## src/rtl/uart_pkg.sv

```systemverilog
// uart_pkg: parity codes, tx FSM states (BREAK/BRK_REC only with UART_TX_BREAK_EN) and the baud divisor helper
package uart_pkg;
  localparam int PAR_NONE = 0;
  localparam int PAR_ODD  = 1;
  localparam int PAR_EVEN = 2;
`ifdef UART_TX_BREAK_EN
  typedef enum logic [2:0] {IDLE, START, DATA, PAR, STOP, BREAK, BRK_REC} state_t;
`else
  typedef enum logic [2:0] {IDLE, START, DATA, PAR, STOP} state_t;
`endif
  function automatic int baud_div(input int clk_freq, input int baud_rate);
    return (clk_freq + baud_rate / 2) / baud_rate;
  endfunction
endpackage

```

## src/rtl/uart_tx_ex_fifo.sv

```systemverilog
// uart_fifo: sync FIFO, ports clk, rst (async high), push/din in, pop/dout out, full, empty, level
module uart_fifo #(
  parameter int WIDTH = 8,
  parameter int DEPTH = 4
) (
  input  logic                   clk,
  input  logic                   rst,
  input  logic                   push,
  input  logic                   pop,
  input  logic [WIDTH-1:0]       din,
  output logic [WIDTH-1:0]       dout,
  output logic                   full,
  output logic                   empty,
  output logic [$clog2(DEPTH):0] level
);
  localparam int AW = $clog2(DEPTH);
  logic [WIDTH-1:0] mem [DEPTH];
  logic [AW-1:0] wr_ptr, rd_ptr;
  logic do_push, do_pop;
  assign full = level == (AW+1)'(DEPTH);
  assign empty = level == '0;
  assign do_push = push & ~full;
  assign do_pop = pop & ~empty;
  assign dout = mem[rd_ptr];
  always_ff @(posedge clk)
    if (do_push) mem[wr_ptr] <= din;
  always_ff @(posedge clk or posedge rst)
    if (rst) begin
      wr_ptr <= '0;
      rd_ptr <= '0;
      level <= '0;
    end else begin
      wr_ptr <= wr_ptr + AW'(do_push);
      rd_ptr <= rd_ptr + AW'(do_pop);
      level <= level + (AW+1)'(do_push) - (AW+1)'(do_pop);
    end
endmodule

```

## src/rtl/uart_tx_ex.sv

```systemverilog
// uart_tx_ex: framed UART TX with FIFO; clk, rst(async high), i_uart_data/i_uart_valid -> o_uart_ready, o_uart_tx, o_uart_busy, o_fifo_level; UART_TX_BREAK_EN adds i_uart_break
module uart_tx_ex
  import uart_pkg::*;
#(
  parameter int CLK_FREQ   = 50_000_000,
  parameter int BAUD_RATE  = 115200,
  parameter int DATA_BITS  = 8,
  parameter int PARITY     = 0,
  parameter int STOP_BITS  = 1,
  parameter int FIFO_DEPTH = 4
) (
  input  logic                        clk,
  input  logic                        rst,
  input  logic [DATA_BITS-1:0]        i_uart_data,
  input  logic                        i_uart_valid,
`ifdef UART_TX_BREAK_EN
  input  logic                        i_uart_break,
`endif
  output logic                        o_uart_ready,
  output logic                        o_uart_tx,
  output logic                        o_uart_busy,
  output logic [$clog2(FIFO_DEPTH):0] o_fifo_level
);
  localparam int DIV = baud_div(CLK_FREQ, BAUD_RATE);
  localparam int CW = $clog2(DIV);
  state_t state;
  logic [CW-1:0] cnt;
  logic [3:0] bit_idx;
  logic [DATA_BITS-1:0] shreg, fifo_dout;
  logic par_bit, full, empty, pop, wrap, brk;
`ifdef UART_TX_BREAK_EN
  assign brk = i_uart_break;
`else
  assign brk = 1'b0;
`endif
  assign o_uart_ready = ~full;
  assign wrap = cnt == CW'(DIV - 1);
  uart_fifo #(.WIDTH(DATA_BITS), .DEPTH(FIFO_DEPTH)) u_fifo (
    .clk(clk), .rst(rst), .push(i_uart_valid), .pop(pop), .din(i_uart_data),
    .dout(fifo_dout), .full(full), .empty(empty), .level(o_fifo_level)
  );
  // a frame (or break recovery) may chain straight into the next START on its final wrap
  always_comb begin
    pop = ~empty & ~brk & (state == IDLE || (state == STOP && wrap && bit_idx == 4'(STOP_BITS - 1)));
`ifdef UART_TX_BREAK_EN
    if (state == BRK_REC && wrap && !empty && !brk) pop = 1'b1;
`endif
  end
  always_ff @(posedge clk or posedge rst)
    if (rst) begin
      state <= IDLE;
      cnt <= '0;
      bit_idx <= '0;
      shreg <= '0;
      par_bit <= 1'b0;
      o_uart_tx <= 1'b1;
      o_uart_busy <= 1'b0;
    end else begin
      o_uart_busy <= state != IDLE || o_fifo_level != '0;
      cnt <= (wrap || state == IDLE) ? '0 : cnt + 1'b1;
      case (state)
        IDLE: begin
`ifdef UART_TX_BREAK_EN
          if (brk) begin
            state <= BREAK;
            o_uart_tx <= 1'b0;
          end
`endif
        end
        START: if (wrap) begin
          state <= DATA;
          o_uart_tx <= shreg[0];
          shreg <= shreg >> 1;
          bit_idx <= '0;
        end
        DATA: if (wrap) begin
          if (bit_idx == 4'(DATA_BITS - 1)) begin
            state <= (PARITY != PAR_NONE) ? PAR : STOP;
            o_uart_tx <= (PARITY != PAR_NONE) ? par_bit : 1'b1;
            bit_idx <= '0;
          end else begin
            o_uart_tx <= shreg[0];
            shreg <= shreg >> 1;
            bit_idx <= bit_idx + 1'b1;
          end
        end
        PAR: if (wrap) begin
          state <= STOP;
          o_uart_tx <= 1'b1;
          bit_idx <= '0;
        end
        STOP: if (wrap) begin
          if (bit_idx == 4'(STOP_BITS - 1)) begin
`ifdef UART_TX_BREAK_EN
            state <= brk ? BREAK : IDLE;
            o_uart_tx <= ~brk;
`else
            state <= IDLE;
`endif
          end else bit_idx <= bit_idx + 1'b1;
        end
`ifdef UART_TX_BREAK_EN
        BREAK: begin
          cnt <= '0;
          if (!brk) begin
            state <= BRK_REC;
            o_uart_tx <= 1'b1;
          end
        end
        BRK_REC: if (wrap) begin
          state <= brk ? BREAK : IDLE;
          o_uart_tx <= ~brk;
        end
`endif
        default: state <= IDLE;
      endcase
      if (pop) begin
        state <= START;
        shreg <= fifo_dout;
        par_bit <= (PARITY == PAR_EVEN) ? ^fifo_dout : ~^fifo_dout;
        bit_idx <= '0;
        o_uart_tx <= 1'b0;
      end
    end
endmodule

```

## config.mk

```make
export PLATFORM = sky130hd
export DESIGN_NAME = uart_tx_ex
export DESIGN_NICKNAME = d
export VERILOG_FILES = /design/src/rtl/uart_pkg.sv /design/src/rtl/uart_tx_ex_fifo.sv /design/src/rtl/uart_tx_ex.sv
export SDC_FILE = /design/constraint.sdc
export NUM_CORES = 1
export LEC_CHECK = 0
export ABC_AREA = 1
export CAP_MARGIN = 20
export CORE_ASPECT_RATIO = 0.6
export CORE_MARGIN = 5
export CORE_UTILIZATION = 25
export DETAILED_ROUTE_END_ITERATION = 8
export GPL_ROUTABILITY_DRIVEN = 0
export GPL_TIMING_DRIVEN = 0
export HOLD_SLACK_MARGIN = 0.1
export SYNTH_ARGS = -nofsm -noshare
export SYNTH_HDL_FRONTEND = slang
export SYNTH_SLANG_ARGS = --single-unit
```

## constraint.sdc

```tcl
create_clock -name clk -period 2 [get_ports clk]
set_input_delay 0.2 -clock clk [delete_from_list [all_inputs] [get_ports clk]]
set_output_delay 0.2 -clock clk [all_outputs]
set_load 0.02 [all_outputs]
```

==> impl_metrics.yaml <==
timing:
  clock_skew_ns: 0.00363
  timing.final.crit_share_pct: 102
  finalCriticalPeriod_ns: 2.03
  tns_ns: -0.0318
  slew_violations: 0
  tightest_slew_ns: 0.825
  layout_setup_ws_ns: -0.0318
  finalSetupViolations: 1
  hold_ws_ns: 0.341
  rsz0062_at_grt: "true"
  hold_viol: 0
  max_clock_freq_mhz: 492
  slew_headroom_pct: 44.9
detailed_routing:
  post-route-drc-count: 0
  wl_per_cell_um: 11.7
  totalWireLength_um: 6800
  detail_route.iter0.violations: 217
  via_count: 2437
  drtPass1Iterations: 4
  drt.antenna.violating_nets: 0
  viasPerCell: 4.21
setup_path:
  crit_buf_inv: 3
  path_class: "reg2reg"
  cp_top_family: "adder cells"
  arrival_ns: 2.25
  startpoint: "cnt[1]$_DFF_PP0_"
  critPathLaunchType: "flop"
  worstPathMaxFanout: 3
  max_stage_delay_ns: 0.51
  endpoint_kind: "flop"
  critPathRequiredTime_ns: 2.22
  worstPathCellList: "inv_1 > ha_2 > nand2_2 > nor2_2 > nand2_2 > nand2_4 > nand3_4 > xor2_1 > ha_2 > inv_2 > fa_2 > inv_1"
  r2r-start: "cnt[1]$_DFF_PP0_"
  cp_slowest_cell: "fa_2"
synthesis:
  synth_cell_types: 36
  ys_seq_elements: 65
  yosysTopAreaCell: "edfxtp_1"
  synth_area_mm2: 0.00326
  synth_top_area_share_pct: 29.5
  synth_edf_count: 32
  yosysWarnings: 0
  synth_commonest_cells: "nand2_1, inv_1, dfrtp_1, edfxtp_1, nand3_1"
  synthCells: 360
  avgSynthCellArea_um2: 9.05
  ys.flop_type: "edfxtp_1"
  async_flop_share_pct: 50.8
  yosysMostFrequentCell: "nand2_1"
  synth_nets: 378
  synth.area.top_cells: "edfxtp_1, dfrtp_1, nand2_1"
  ys_seq_area_share_pct: 54.9
global_routing:
  grt_pass1_wl_um: 11700
  overflow: 0
  track_usage_pct: 9.65
  antenna_found_initial: 0
  grt_max_degree: 19
  grt_pass1_vias: 2348
die:
  dieArea_mm2: 0.0155
  start_util_pct: 25.4
  fp.dieH_um: 98.4
  core.rowCount: 32
  core_mm2: 0.0128
  io_pins: 17
  die_width_um: 157
power:
  finalPower_w: 0.00402
  p_per_area_mw_per_mm2: 976
  vdd_ir_drop_max_mv: 0.593
  p_leak_nw: 1.90
finish:
  nNetsFinal: 422
  antenna-diode-count: 0
  area_growth_syn_to_layout_pct: 26.4
  fillers: 1335
  drive_above_1_share_pct: 18.8
clocking:
  clock_latency_ns: 0.33
  cts_tree: "yes"
  clkSlewWorstSetupHoldPaths_ns: 0.05
  htree_levels: 3
  cts_buffer_depth: 2
  post_cts_hold_buffer_count: 0
  cts_root_buf: "clkbuf_16"
  numCtsBuffers: 9
  cts_num_sinks: 65
flow_run:
  maxCapViolations: 0
run_status:
  status: "complete, but fails checks"
  violations: "setup timing"
place:
  dp_hpwl_um: 4880
  port_buffers: 16
min_path:
  hold_path_class: "in2async"
==> logic make-up after synthesis <==
logic type	after synthesis	share of synthesized area (%)
AOI/OAI and AO/OA	16	2.77
xor gates and xnor gates	7	1.88
adders and majority gates	7	2.92
buffers and inverters	70	8.99
DFF	65	54.9
and+or+nand+nor	195	28.6
==> layout make-up <==
cell class	count	area [um2]	area share (%)
Clock inverter	4	48.8	1.19
Buffer	6	33.8	0.820
Sequential cell	65	1790	43.5
Timing Repair Buffer	35	313	7.60
Tap cell	170	213	5.17
Inverter	62	235	5.71
Clock buffer	12	268	6.50
Multi-Input combinational cell	225	1220	29.5
==> worst reg2reg max path, delay by kind of cell, from the launching register on <==
family | cells | cell delay (ns)
adders and majority gates | 3 | 0.86
and+or+nand+nor | 5 | 0.39
DFF | 1 | 0.38
xor gates and xnor gates | 1 | 0.16
buffers and inverters | 3 | 0.12
==> final timing paths <==
kind	to	slack [ns]	cells after the start
worst max-delay path	u_fifo.level[1]$_DFF_PP0_	-0.03	12
worst min-delay path	u_fifo.wr_ptr[0]$_DFF_PP0_	0.34	2
worst max register to register	u_fifo.level[1]$_DFF_PP0_	-0.03	12
worst min register to register	shreg[7]$_DFFE_PP0P_	0.48	2
max in group asynchronous	o_uart_tx$_DFFE_PP1P_	1.02	3
min in group clk	shreg[7]$_DFFE_PP0P_	0.48	2
==> metrics by stage <==
stage	cell area (um2)	utilization (%)	worst slack [ns]	cells
2_1_floorplan	3260	-	-0.145	360
3_3_place_gp	3630	28.3	-0.339	546
3_5_place_dp	3680	28.7	-0.376	551
4_1_cts	4090	31.9	-0.131	577
5_1_grt	4120	32.1	-0.141	579
6_report	4120	32.1	-0.0318	579
==> layout by cell type (no fill, tap or decap), types with 3 or more instances in the layout <==
cell | synthesis | final
xor2_1 | 4 | 4
nor2_2 | 2 | 3
ha_1 | 6 | 3
nor2_1 | 19 | 18
nor2_4 | 3 | 3
a21oi_1 | 5 | 5
edfxtp_1 | 32 | 32
dfrtp_1 | 32 | 30
inv_1 | 57 | 56
nor3_1 | 11 | 9
nand2_4 | 4 | 4
o21ai_0 | 3 | 3
nand2_1 | 98 | 97
buf_4 | 0 | 14
nand2_2 | 8 | 9
clkbuf_16 | 0 | 10
clkdlybuf4s50_1 | 0 | 16
o21ai_1 | 4 | 4
inv_2 | 5 | 5
ha_2 | 0 | 3
clkbuf_1 | 2 | 3
buf_2 | 3 | 7
nand3_1 | 32 | 32
nand4_1 | 9 | 9
==> sequential cells by signal, summed over array words and instances (netlist names) <==
name and count:
bit_idx 4, shreg 8, u_fifo.wr_ptr 2, state 3, o_uart_busy 1, u_fifo.level 3, u_fifo.rd_ptr 2, o_uart_tx 1
cnt 9, u_fifo.mem 32
==> power by group <==
group / internal [W] / switching, W
Combinational: 0.000285 / 0.000389
Sequential: 0.00161 / 0.000103
Clock: 0.00107 / 0.000557
Total: 0.00297 / 0.00105
==> repair_timing <==
item	CTS	global route
buffers inserted	11	3
endpoints found under the setup margin	2	7
resized for setup	8	6
pin swaps	6	5
==> routing by layer <==
metal  global-route usage [%]  vias to the layer above  share of wire, %
met1                     14.8                     1131                54
met4                     2.97                        0               1.4
met2                     12.3                       57                39
li1                         -                     1240                 -
met3                     3.69                        9               5.6
met5                        0                        -                 0
(Power assumes the default switching activity.)
